<file path="src/rtl/toy_uart_mmio_if.sv">
// Split read/write MMIO bus bundle for the toy SoC UART.
// The slave modport is the UART side; the master modport is the CPU side.
interface toy_uart_mmio_if;
  logic [15:0] i_read_addr;
  logic [15:0] o_read_data;
  logic        o_read_hit;
  logic [15:0] i_write_addr;
  logic [15:0] i_write_data;
  logic        i_we;

  modport slave (
    input  i_read_addr,
    input  i_write_addr,
    input  i_write_data,
    input  i_we,
    output o_read_data,
    output o_read_hit
  );

  modport master (
    output i_read_addr,
    output i_write_addr,
    output i_write_data,
    output i_we,
    input  o_read_data,
    input  o_read_hit
  );
endinterface

</file>
<file path="src/rtl/toy_uart_mmio.sv">
// MMIO UART: TX/RX FIFOs, runtime divisor, sticky errors, level irq.
// Define TOY_UART_RX_EN to build the receive path.
module toy_uart_mmio #(
  parameter logic [15:0] BASE_ADDR = 16'h0400,
  parameter int          BAUD_DIV  = 217,
  parameter int          TX_DEPTH  = 16,
  parameter int          RX_DEPTH  = 16
) (
  input  logic             i_clk,
  input  logic             i_reset,
  toy_uart_mmio_if.slave   bus,
  output logic             o_tx,
  input  logic             i_rx,
  output logic             o_irq
);

  localparam int TAW = $clog2(TX_DEPTH);

  typedef enum logic [1:0] {
    TX_IDLE, TX_START, TX_DATA, TX_STOP
  } tx_st_t;

  logic [15:0] wr_off, rd_off;
  logic        wr_hit;
  logic [15:0] div_q, div_d;
  logic        ie_tx_q, ie_tx_d;
  logic        ie_rx_q, ie_rx_d;
  logic        tx_ovf_q, tx_ovf_d;
  logic        rx_ovr_q, rx_ovr_d;
  logic        rx_fe_q, rx_fe_d;
  logic        clr;

  logic [7:0]     tx_mem_q [TX_DEPTH];
  logic [TAW-1:0] tx_wp_q, tx_wp_d;
  logic [TAW-1:0] tx_rp_q, tx_rp_d;
  logic [TAW:0]   tx_cnt_q, tx_cnt_d;
  logic           tx_full, tx_empty;
  logic           tx_push, tx_pop, tx_ovf_set;
  logic [7:0]     tx_head;

  tx_st_t      tx_st_q, tx_st_d;
  logic [15:0] tx_tmr_q, tx_tmr_d;
  logic [15:0] tx_dv_q, tx_dv_d;
  logic [2:0]  tx_bit_q, tx_bit_d;
  logic [7:0]  tx_sh_q, tx_sh_d;
  logic        tx_q, tx_d;
  logic        tx_load;

  logic        rx_valid, rx_full;
  logic [7:0]  rx_head;
  logic        rx_ovr_set, rx_fe_set;
  logic [15:0] status;

  assign wr_off = bus.i_write_addr - BASE_ADDR;
  assign rd_off = bus.i_read_addr - BASE_ADDR;
  assign wr_hit = bus.i_we && (wr_off < 16'd4);
  assign clr    = wr_hit && (wr_off[1:0] == 2'd3) && bus.i_write_data[0];

  assign tx_full  = tx_cnt_q == (TAW+1)'(TX_DEPTH);
  assign tx_empty = tx_cnt_q == '0;
  assign tx_head  = tx_mem_q[tx_rp_q];

  always_comb begin
    tx_push    = 1'b0;
    tx_ovf_set = 1'b0;
    if (wr_hit && wr_off[1:0] == 2'd0) begin
      // a pop in the same cycle frees the slot, so the push lands
      tx_push    = !tx_full || tx_pop;
      tx_ovf_set = tx_full && !tx_pop;
    end
    tx_wp_d = tx_push ? tx_wp_q + 1'b1 : tx_wp_q;
    tx_rp_d = tx_pop ? tx_rp_q + 1'b1 : tx_rp_q;
    tx_cnt_d = tx_cnt_q;
    unique case ({tx_push, tx_pop})
      2'b10:   tx_cnt_d = tx_cnt_q + 1'b1;
      2'b01:   tx_cnt_d = tx_cnt_q - 1'b1;
      default: tx_cnt_d = tx_cnt_q;
    endcase
  end

  always_comb begin
    tx_st_d  = tx_st_q;
    tx_tmr_d = tx_tmr_q;
    tx_dv_d  = tx_dv_q;
    tx_bit_d = tx_bit_q;
    tx_sh_d  = tx_sh_q;
    tx_d     = tx_q;
    tx_pop   = 1'b0;
    tx_load  = 1'b0;
    unique case (tx_st_q)
      TX_IDLE: tx_load = !tx_empty;
      TX_START: begin
        if (tx_tmr_q == 16'd0) begin
          tx_st_d  = TX_DATA;
          tx_tmr_d = tx_dv_q - 16'd1;
          tx_d     = tx_sh_q[0];
          tx_sh_d  = {1'b0, tx_sh_q[7:1]};
          tx_bit_d = 3'd0;
        end else begin
          tx_tmr_d = tx_tmr_q - 16'd1;
        end
      end
      TX_DATA: begin
        if (tx_tmr_q == 16'd0) begin
          tx_tmr_d = tx_dv_q - 16'd1;
          if (tx_bit_q == 3'd7) begin
            tx_st_d = TX_STOP;
            tx_d    = 1'b1;
          end else begin
            tx_d     = tx_sh_q[0];
            tx_sh_d  = {1'b0, tx_sh_q[7:1]};
            tx_bit_d = tx_bit_q + 3'd1;
          end
        end else begin
          tx_tmr_d = tx_tmr_q - 16'd1;
        end
      end
      TX_STOP: begin
        if (tx_tmr_q == 16'd0) begin
          tx_load = !tx_empty;
          if (tx_empty) tx_st_d = TX_IDLE;
        end else begin
          tx_tmr_d = tx_tmr_q - 16'd1;
        end
      end
      default: tx_st_d = TX_IDLE;
    endcase
    // divisor is captured here so mid-frame writes wait for the next frame
    if (tx_load) begin
      tx_pop   = 1'b1;
      tx_st_d  = TX_START;
      tx_d     = 1'b0;
      tx_sh_d  = tx_head;
      tx_dv_d  = div_q;
      tx_tmr_d = div_q - 16'd1;
    end
  end

`ifdef TOY_UART_RX_EN
  localparam int RAW = $clog2(RX_DEPTH);

  typedef enum logic [1:0] {
    RX_IDLE, RX_START, RX_DATA, RX_STOP
  } rx_st_t;

  logic           rx_s1_q, rx_s2_q, rx_prev_q;
  logic [7:0]     rx_mem_q [RX_DEPTH];
  logic [RAW-1:0] rx_wp_q, rx_wp_d;
  logic [RAW-1:0] rx_rp_q, rx_rp_d;
  logic [RAW:0]   rx_cnt_q, rx_cnt_d;
  logic           rx_push, rx_pop;
  rx_st_t         rx_st_q, rx_st_d;
  logic [15:0]    rx_tmr_q, rx_tmr_d;
  logic [15:0]    rx_dv_q, rx_dv_d;
  logic [2:0]     rx_bit_q, rx_bit_d;
  logic [7:0]     rx_sh_q, rx_sh_d;

  assign rx_valid = rx_cnt_q != '0;
  assign rx_full  = rx_cnt_q == (RAW+1)'(RX_DEPTH);
  assign rx_head  = rx_mem_q[rx_rp_q];
  assign rx_pop   = wr_hit && (wr_off[1:0] == 2'd1) && rx_valid;

  always_comb begin
    rx_wp_d = rx_push ? rx_wp_q + 1'b1 : rx_wp_q;
    rx_rp_d = rx_pop ? rx_rp_q + 1'b1 : rx_rp_q;
    rx_cnt_d = rx_cnt_q;
    unique case ({rx_push, rx_pop})
      2'b10:   rx_cnt_d = rx_cnt_q + 1'b1;
      2'b01:   rx_cnt_d = rx_cnt_q - 1'b1;
      default: rx_cnt_d = rx_cnt_q;
    endcase
  end

  always_comb begin
    rx_st_d    = rx_st_q;
    rx_tmr_d   = rx_tmr_q;
    rx_dv_d    = rx_dv_q;
    rx_bit_d   = rx_bit_q;
    rx_sh_d    = rx_sh_q;
    rx_push    = 1'b0;
    rx_ovr_set = 1'b0;
    rx_fe_set  = 1'b0;
    unique case (rx_st_q)
      RX_IDLE: begin
        if (rx_prev_q && !rx_s2_q) begin
          rx_st_d  = RX_START;
          rx_dv_d  = div_q;
          rx_tmr_d = (div_q >> 1) - 16'd1;
        end
      end
      RX_START: begin
        if (rx_tmr_q == 16'd0) begin
          rx_st_d  = rx_s2_q ? RX_IDLE : RX_DATA;
          rx_tmr_d = rx_dv_q - 16'd1;
          rx_bit_d = 3'd0;
        end else begin
          rx_tmr_d = rx_tmr_q - 16'd1;
        end
      end
      RX_DATA: begin
        if (rx_tmr_q == 16'd0) begin
          rx_sh_d  = {rx_s2_q, rx_sh_q[7:1]};
          rx_tmr_d = rx_dv_q - 16'd1;
          rx_bit_d = rx_bit_q + 3'd1;
          if (rx_bit_q == 3'd7) rx_st_d = RX_STOP;
        end else begin
          rx_tmr_d = rx_tmr_q - 16'd1;
        end
      end
      RX_STOP: begin
        if (rx_tmr_q == 16'd0) begin
          rx_st_d    = RX_IDLE;
          rx_fe_set  = !rx_s2_q;
          rx_ovr_set = rx_s2_q && rx_full;
          rx_push    = rx_s2_q && !rx_full;
        end else begin
          rx_tmr_d = rx_tmr_q - 16'd1;
        end
      end
      default: rx_st_d = RX_IDLE;
    endcase
  end

  always_ff @(posedge i_clk) begin
    if (i_reset) begin
      rx_s1_q   <= 1'b1;
      rx_s2_q   <= 1'b1;
      rx_prev_q <= 1'b1;
      rx_wp_q   <= '0;
      rx_rp_q   <= '0;
      rx_cnt_q  <= '0;
      rx_st_q   <= RX_IDLE;
      rx_tmr_q  <= '0;
      rx_dv_q   <= '0;
      rx_bit_q  <= '0;
      rx_sh_q   <= '0;
    end else begin
      rx_s1_q   <= i_rx;
      rx_s2_q   <= rx_s1_q;
      rx_prev_q <= rx_s2_q;
      rx_wp_q   <= rx_wp_d;
      rx_rp_q   <= rx_rp_d;
      rx_cnt_q  <= rx_cnt_d;
      rx_st_q   <= rx_st_d;
      rx_tmr_q  <= rx_tmr_d;
      rx_dv_q   <= rx_dv_d;
      rx_bit_q  <= rx_bit_d;
      rx_sh_q   <= rx_sh_d;
    end
  end

  always_ff @(posedge i_clk) begin
    if (rx_push) rx_mem_q[rx_wp_q] <= rx_sh_q;
  end
`else
  logic unused_rx;
  assign unused_rx  = i_rx;
  assign rx_valid   = 1'b0;
  assign rx_full    = 1'b0;
  assign rx_head    = 8'd0;
  assign rx_ovr_set = 1'b0;
  assign rx_fe_set  = 1'b0;
`endif

  always_comb begin
    div_d   = div_q;
    ie_tx_d = ie_tx_q;
    ie_rx_d = ie_rx_q;
    if (wr_hit && wr_off[1:0] == 2'd2) begin
      div_d = (bus.i_write_data < 16'd2) ? 16'd2 : bus.i_write_data;
    end
    if (wr_hit && wr_off[1:0] == 2'd3) begin
      ie_tx_d = bus.i_write_data[1];
      ie_rx_d = bus.i_write_data[2];
    end
    tx_ovf_d = (tx_ovf_q && !clr) || tx_ovf_set;
    rx_ovr_d = (rx_ovr_q && !clr) || rx_ovr_set;
    rx_fe_d  = (rx_fe_q && !clr) || rx_fe_set;
  end

  always_ff @(posedge i_clk) begin
    if (i_reset) begin
      div_q    <= 16'(BAUD_DIV);
      ie_tx_q  <= 1'b0;
      ie_rx_q  <= 1'b0;
      tx_ovf_q <= 1'b0;
      rx_ovr_q <= 1'b0;
      rx_fe_q  <= 1'b0;
      tx_wp_q  <= '0;
      tx_rp_q  <= '0;
      tx_cnt_q <= '0;
      tx_st_q  <= TX_IDLE;
      tx_tmr_q <= '0;
      tx_dv_q  <= '0;
      tx_bit_q <= '0;
      tx_sh_q  <= '0;
      tx_q     <= 1'b1;
    end else begin
      div_q    <= div_d;
      ie_tx_q  <= ie_tx_d;
      ie_rx_q  <= ie_rx_d;
      tx_ovf_q <= tx_ovf_d;
      rx_ovr_q <= rx_ovr_d;
      rx_fe_q  <= rx_fe_d;
      tx_wp_q  <= tx_wp_d;
      tx_rp_q  <= tx_rp_d;
      tx_cnt_q <= tx_cnt_d;
      tx_st_q  <= tx_st_d;
      tx_tmr_q <= tx_tmr_d;
      tx_dv_q  <= tx_dv_d;
      tx_bit_q <= tx_bit_d;
      tx_sh_q  <= tx_sh_d;
      tx_q     <= tx_d;
    end
  end

  always_ff @(posedge i_clk) begin
    if (tx_push) tx_mem_q[tx_wp_q] <= bus.i_write_data[7:0];
  end

  assign status = {8'(tx_cnt_q), 1'b0, rx_fe_q, rx_ovr_q,
                   tx_ovf_q, rx_full, rx_valid,
                   tx_empty && (tx_st_q == TX_IDLE), !tx_full};

  always_comb begin
    bus.o_read_hit  = rd_off < 16'd4;
    bus.o_read_data = 16'd0;
    if (bus.o_read_hit) begin
      unique case (rd_off[1:0])
        2'd0:    bus.o_read_data = status;
        2'd1:    bus.o_read_data = {8'd0, rx_valid ? rx_head : 8'd0};
        2'd2:    bus.o_read_data = div_q;
        default: bus.o_read_data = {13'd0, ie_rx_q, ie_tx_q, 1'b0};
      endcase
    end
  end

  assign o_tx  = tx_q;
  assign o_irq = (ie_tx_q && tx_empty) || (ie_rx_q && rx_valid);

endmodule

</file>
<file path="src/flat_wrapper.sv">
// flat-port wrapper written by rule: the top's interface ports become plain ports
module toy_uart_mmio_flat 
#(
  parameter logic [15:0] BASE_ADDR = 16'h0400,
  parameter int          BAUD_DIV  = 217,
  parameter int          TX_DEPTH  = 16,
  parameter int          RX_DEPTH  = 16
)
  (i_clk, i_reset, o_tx, i_rx, o_irq, bus_i_read_addr, bus_i_write_addr, bus_i_write_data, bus_i_we, bus_o_read_data, bus_o_read_hit);
  toy_uart_mmio_if bus_i ();
  input  logic i_clk;
  input  logic i_reset;
  output logic o_tx;
  input  logic i_rx;
  output logic o_irq;
  input wire logic [$bits(bus_i.i_read_addr)-1:0] bus_i_read_addr;
  input wire logic [$bits(bus_i.i_write_addr)-1:0] bus_i_write_addr;
  input wire logic [$bits(bus_i.i_write_data)-1:0] bus_i_write_data;
  input wire logic [$bits(bus_i.i_we)-1:0] bus_i_we;
  output wire logic [$bits(bus_i.o_read_data)-1:0] bus_o_read_data;
  output wire logic [$bits(bus_i.o_read_hit)-1:0] bus_o_read_hit;
  assign bus_i.i_read_addr = bus_i_read_addr;
  assign bus_i.i_write_addr = bus_i_write_addr;
  assign bus_i.i_write_data = bus_i_write_data;
  assign bus_i.i_we = bus_i_we;
  assign bus_o_read_data = bus_i.o_read_data;
  assign bus_o_read_hit = bus_i.o_read_hit;
  toy_uart_mmio #(.BASE_ADDR(BASE_ADDR), .BAUD_DIV(BAUD_DIV), .TX_DEPTH(TX_DEPTH), .RX_DEPTH(RX_DEPTH)) u_core (.i_clk(i_clk), .i_reset(i_reset), .bus(bus_i), .o_tx(o_tx), .i_rx(i_rx), .o_irq(o_irq));
endmodule
</file>
<file path="config.mk">
export PLATFORM = sky130hd
export DESIGN_NAME = toy_uart_mmio_flat
export DESIGN_NICKNAME = d
export VERILOG_FILES = /design/src/rtl/toy_uart_mmio_if.sv /design/src/rtl/toy_uart_mmio.sv /design/src/flat_wrapper.sv
export SDC_FILE = /design/constraint.sdc
export NUM_CORES = 1
export LEC_CHECK = 0
export BUFFER_PORTS_ARGS = -buffer_cell sky130_fd_sc_hd__clkbuf_2
export CORE_MARGIN = 2
export CORE_UTILIZATION = 55
export CTS_CLUSTER_SIZE = 10
export DETAILED_ROUTE_END_ITERATION = 12
export PLACE_DENSITY_LB_ADDON = 0.12
export SLEW_MARGIN = 20
export SYNTH_ARGS = -nofsm -noshare
export SYNTH_HDL_FRONTEND = slang
export SYNTH_SLANG_ARGS = --single-unit
</file>
<file path="constraint.sdc">
create_clock -name i_clk -period 3.52 [get_ports i_clk]
set_clock_uncertainty 0.2 [all_clocks]
set_input_delay 0.352 -clock i_clk [delete_from_list [all_inputs] [get_ports i_clk]]
set_output_delay 0.352 -clock i_clk [all_outputs]
set_load 0.02 [all_outputs]
</file>
# [After elaboration in Yosys (flattened, before gate mapping)]
# Memories as Yosys holds them, arrays and structs flattened. A register that Yosys moved wholly into a read port is not among the register bits.
# Cells that the tools add are included.
[totals] ff_bits=80 ramBits=128 input_bits=52 elab_cells=128 memories=1
[op_classes] n_addsub=10 order_cmp=3 eq_ne=24 muxes=38 n_reduce_logical=36
[memory_table] memory="u_core.tx_mem_q" depth=16 width=8 read_ports=1 rd_ports_with_merged_regs=1 write_ports=1 line_no="toy_uart_mmio.sv:33" rtl="logic [7:0] tx_mem_q [TX_DEPTH];"
[ops] op="16-bit two-way mux" n=5
[ops] op="16-bit case mux with 3 select lines" n=1
[ops] op="16-bit by 1-bit subtractor with 16-bit output, second input constant" n=3
[ops] op="16-bit by 3-bit < comparator with 1-bit output, second input constant" n=2
[ops] op="8-bit two-way mux" n=4
[ops] op="16-bit case mux with 2 select lines" n=1
[ops] op="16-bit by 11-bit subtractor with 16-bit output, second input constant" n=2
[ops] op="16-bit logical NOT" n=1
[ops] op="16-bit by 2-bit < comparator with 1-bit output, second input constant" n=1
[ops] op="8-bit case mux with 2 select lines" n=1
[ops] op="3-bit by 1-bit != test with 1-bit output, second input constant" n=5
[ops] op="2-bit equality test, second input constant" n=6
[ops] op="6-bit AND reduction" n=2
[ops] op="1-bit logical AND" n=11
[ops] op="1-bit two-way mux" n=11
[ops] op="2-bit two-way mux" n=5
[ops] op="2-bit by 1-bit != test with 1-bit output, second input constant" n=5
[ops] op="5-bit case mux with 2 select lines" n=1
[ops] op="3-bit two-way mux" n=3
[ops] op="3-bit nonzero test" n=3
[ops] op="4-bit by 1-bit adder with 4-bit output, second input constant" n=2
[ops] op="4-bit two-way mux" n=2
[ops] op="4-bit AND reduction" n=2
[ops] op="2-bit by 1-bit equality test with 1-bit output, second input constant" n=3
[ops] op="other kinds (19)" n=29

# [Depth between registers and ports, before layout]
[depth] word_depth=9 mapped_depth=12

# [Worst setup path after synthesis]
# No wires, ideal clock.
[synth_path] path_type="reg2reg" startpoint="register u_core.tx_st_q[0]" endpoint="memory u_core.tx_mem_q[0][0], enable pin" setup_ps=383 t_arrival_ps=2567 required_ps=2937 path_slack_ps=370 stages_incl_launch_ff=9 n_path_buf=1 period_less_slack_ps=3150 path_cell_list="dfxtp_1 inv_1 ha_1 a21oi_1 o21ai_1 clkbuf_1 a21oi_2 nand2_1 nor3_1"
[synth_via] elab_chain_cells=7 elab_cells_between_ends=8 classes_between="1 x eq/ne; 5 x mux; 2 x reduce/logical"
[synth_lines] element="start, declared" line_no="toy_uart_mmio.sv:41" rtl="tx_st_t tx_st_q, tx_st_d;"
[synth_lines] element="start signal, assigned" line_no="toy_uart_mmio.sv:308" rtl="tx_st_q <= tx_st_d;"
[synth_lines] element="2-bit equality test / 2-bit logical NOT (equally long branches)" line_no="toy_uart_mmio.sv:90" rtl="unique case (tx_st_q)"
[synth_lines] element="1-bit case mux with 2 select lines (*)" line_no="toy_uart_mmio.sv:90"
[synth_lines] element="1-bit two-way mux (*)" line_no="toy_uart_mmio.sv:129" rtl="if (tx_load) begin"
[synth_lines] element="1-bit logical OR (*)" line_no="toy_uart_mmio.sv:68" rtl="tx_push = !tx_full || tx_pop;"
[synth_lines] element="1-bit two-way mux (*)" line_no="toy_uart_mmio.sv:66" rtl="if (wr_hit && wr_off[1:0] == 2'd0) begin"
[synth_lines] element="1-bit two-way mux (*)" line_no="toy_uart_mmio.sv:318" rtl="if (tx_push) tx_mem_q[tx_wp_q] <= bus.i_write_data[7:0];"
[synth_lines] element="1-bit two-way mux (not written as such) (*)" line_no="toy_uart_mmio.sv:318"
[synth_lines] element="end, declared" line_no="toy_uart_mmio.sv:33"
# Every way passes the cells marked *; elsewhere a longest branch is shown, timed or not.

# [Final worst setup path]
[layout_path] startpoint="register u_core.tx_st_q[0]" endpoint="register u_core.tx_cnt_q[4]"
[layout_via] elab_chain_cells=7 elab_cells_between_ends=10 classes_between="3 x eq/ne; 4 x mux; 3 x reduce/logical"
[layout_lines] element="2-bit equality test / 2-bit logical NOT (equally long branches)" line_no="toy_uart_mmio.sv:90"
[layout_lines] element="1-bit case mux with 2 select lines (*)" line_no="toy_uart_mmio.sv:90"
[layout_lines] element="1-bit two-way mux (*)" line_no="toy_uart_mmio.sv:129"
[layout_lines] element="1-bit logical OR" line_no="toy_uart_mmio.sv:68"
[layout_lines] element="1-bit two-way mux" line_no="toy_uart_mmio.sv:66"
[layout_lines] element="2-bit by 1-bit equality test with 1-bit output / 2-bit equality test (equally long branches)" line_no="toy_uart_mmio.sv:74" rtl="unique case ({tx_push, tx_pop})"
[layout_lines] element="5-bit case mux with 2 select lines / 2-bit nonzero test (equally long branches)"
[layout_lines] element="end signal, assigned" line_no="toy_uart_mmio.sv:307" rtl="tx_cnt_q <= tx_cnt_d;"
[layout_lines] element="end, declared" line_no="toy_uart_mmio.sv:36" rtl="logic [TAW:0] tx_cnt_q, tx_cnt_d;"
# Marks and branches as above.
# A chain may end at the register's enable or synchronous reset.

==> metrics.yaml <==
logic_synthesis:
  synthFlopType: "edfxtp_1"
  synthDistinctLibCells: 61
  synth.top_cells.by_count: "edfxtp_1 (128), nor2_1 (91), dfxtp_1 (84), nand2_1 (82), a21oi_1 (52)"
  synth_fp_nets: 904
  async_flop_share: 0
  seq_area_frac_synth: 0.563
  synth-edff-count: 128
  synth_top_cell_area_share: 0.392
  syn_avg_cell_area_sq_um: 11.8
  synthTopCellsByArea: "edfxtp_1 (39%), dfxtp_1 (17%), mux4_2 (7.8%), mux2i_1 (3.7%), nor2_1 (3.5%)"
  ys_seq_elements: 212
  synthCells: 830
  synth_largest_area_cell: "edfxtp_1"
  synth_area_sq_um: 9810
  ys_warn_count: 0
  synth.most_common_cell: "edfxtp_1"
route:
  wl_met1_um: 10200
  wl_per_cell_um: 20.7
  wl_met2_um: 12000
  drc_errors: 0
  routed-wl-met3_um: 1170
  top_layer_used: "met4"
  via_per_inst: 5.99
  drt_iter0_drc: 460
  num_vias: 6970
  dr.pass1.iters: 5
  routed_wl_um: 24100
  route.antenna.remaining_nets: 0
worst_setup_path:
  cp_data_required_time_ps: 3720
  crit_slowest_cell: "dfxtp_1"
  critPathKind: "flop to flop"
  cp.arrival_ps: 3420
  reg2reg_depth: 11
  r2r-end: "u_core.tx_cnt_q[4]$_SDFFE_PP0P_"
  critical_path_buf_inv_count: 0
  worstReg2RegStart: "u_core.tx_st_q[0]$_SDFFE_PP0P_"
  worstPathMaxFanout: 5
  worst-r2r-setup-slack_ps: 300
  worstSetupPathDepth: 11
  startpoint_type: "flop"
  max_stage_delay_ps: 410
  cp-startpoint: "u_core.tx_st_q[0]$_SDFFE_PP0P_"
  crit_family: "simple AND/OR/NAND/NOR gates"
  crit_chain: "ha_1, nor4bb_1, and4_1, o21ai_2, nor2_2, ha_1, a21o_1, a21oi_1, nor4_1, a21oi_1, mux2_1"
  end_kind: "flop"
global_route:
  grt_use_total: 0.260
  overflow: 0
  grt_pass1_vias: 6715
  antenna_found_initial: 0
  grt_max_degree: 57
  grt_pass1_wl_um: 37000
sta:
  fin_crit_sh: 0.916
  finalSetupViolCount: 0
  fin_crit_ps: 3220
  setup_slack_ps: 297
  grt_setup_unrepaired: "no"
  fin_tns_setup_ps: 0
  tightest_slew_ps: 953
  finalMaxSlewViolations: 0
  fmax_mhz: 310
  max-slew-margin-rel: 0.360
  timing_hold_violations_final: 0
layout:
  n_antenna_cell: 0
  fin_nets: 995
  synthToLayoutAreaGrowth_pct: 15.3
  stdcell_count: 1163
  drive_above_1_share: 0.193
worst_hold_path:
  hold_path_depth: 4
  hold_end: "u_core.tx_ovf_q$_SDFF_PP0_"
  min_path_type: "primary input to flop"
  hold_path_startpoint: "bus_i_write_addr[1]"
placement:
  post-dp-hpwl_um: 16700
  dp_cells: 1111
  io_buffers: 69
  gp_congestion: 0.933
  preCtsSetupSlack_ps: 101
floorplanning:
  die_area_sq_um: 18900
  core-area_sq_um: 17400
  std_cell_rows: 48
  pin_count: 71
  die_h_um: 138
  start_util: 0.565
  fp.dieW_um: 138
flow_run:
  maxCapViolations: 0
clock_tree:
  cts_setup_buffers: 0
  numCtsBuffers: 25
  cts_root_buf: "clkbuf_16"
  cts.sinks: 212
  clk_pin_slew_ps: 60
  cts_tree: "done"
  htree_levels: 1
  cts_buffer_depth: 3
  clk_latency_ps: 510
pwr:
  powerDensity_nw_per_um2: 719
  peakVddDrop_v: 0.000478
  cellLeakagePower_uw: 0.00414
status:
  status: "completed"
==> worst reg2reg max path, delay by kind of cell, from the launching register on <==
kind | cells | cell delay [ps]
fa+ha+maj | 2 | 600
simple gates | 4 | 870
compound gates | 4 | 700
flops | 1 | 410
mux | 1 | 340
==> per-stage QoR <==
stage	power, uW	instance area [sq um]	hold WS (ps)	utilization
after floorplan	5060	9810	247	-
final	8140	11300	61.1	0.652
after global placement	5750	10500	256	0.605
after CTS	8120	11300	42.6	0.651
after global routing	8560	11300	94.4	0.652
after detailed placement	5830	10500	268	0.605
==> logic make-up (layout without fill, tap and decap cells) <==
| group | count (synthesis) | in the layout | synth area share |
|---|---|---|---|
| simple gates | 287 | 287 | 0.142 |
| flops | 212 | 212 | 0.563 |
| compound gates | 129 | 129 | 0.0842 |
| mux | 71 | 71 | 0.116 |
| buf+inv | 65 | 173 | 0.0265 |
| xor+xnor | 44 | 44 | 0.0393 |
| fa+ha+maj | 22 | 22 | 0.0288 |
==> repair_timing <==
action / CTS / global route
hold buffers: 8 / 0
endpoints found under the hold margin: 8 / 0
endpoints found under the setup margin: 0 / 1
resized for setup: 0 / 2
==> how the worst max path moves through the flow <==
stage	slack (ps)	end
after floorplan	370	u_core.tx_mem_q[0][0]$_DFFE_PP_
after CTS	220	u_core.tx_cnt_q[4]$_SDFFE_PP0P_
after global placement	310	u_core.tx_cnt_q[4]$_SDFFE_PP0P_
after global routing	100	u_core.tx_cnt_q[4]$_SDFFE_PP0P_
final	300	u_core.tx_cnt_q[4]$_SDFFE_PP0P_
after detailed placement	100	u_core.tx_cnt_q[4]$_SDFFE_PP0P_
==> power breakdown <==
| part | internal [uW] | total, uW | switching [uW] |
|---|---|---|---|
| logic | 1150 | 2820 | 1670 |
| registers | 2790 | 3030 | 236 |
| clock network | 1340 | 2280 | 940 |
==> state kept, by name, indices dropped and copies added, names as in the netlist, named ones only <==
register         count
u_core.div_q        16
u_core.ie_rx_q       1
u_core.ie_tx_q       1
u_core.o_tx          1
u_core.rx_fe_q       1
u_core.rx_ovr_q      1
u_core.tx_bit_q      3
u_core.tx_cnt_q      5
u_core.tx_dv_q      16
u_core.tx_mem_q    128
u_core.tx_ovf_q      1
u_core.tx_rp_q       4
u_core.tx_sh_q       8
u_core.tx_st_q       2
u_core.tx_tmr_q     16
u_core.tx_wp_q       4
==> routing by layer <==
layer,GRT usage,vias to the layer above
li1,-,3274
met2,0.452,242
met1,0.337,3406
met5,0,-
met3,0.0320,48
met4,0.0888,0
==> area by class of cell <==
cell class,instances,area [sq um]
sequential,212,5530
inverter,17,63.8
timing repair buffer,112,688
clock inverter,2,15.0
fill,1322,6050
clock buffer,42,699
multi-input combinational,553,4040
tap,225,282
==> cells in the final DEF, fill, tap and decap left out, drive strengths merged, types with 19 or more instances in the layout <==
| cell type | instances |
|---|---|
| xor2 | 22 |
| clkbuf | 111 |
| nor3 | 19 |
| xnor2 | 22 |
| inv | 19 |
| nor2 | 91 |
| mux2i | 36 |
| nor4 | 22 |
| edfxtp | 128 |
| buf | 35 |
| dfxtp | 84 |
| ha | 21 |
| a21oi | 53 |
| nand2 | 82 |
| mux4 | 34 |
No activity file was read; power rests on OpenSTA's default activity.
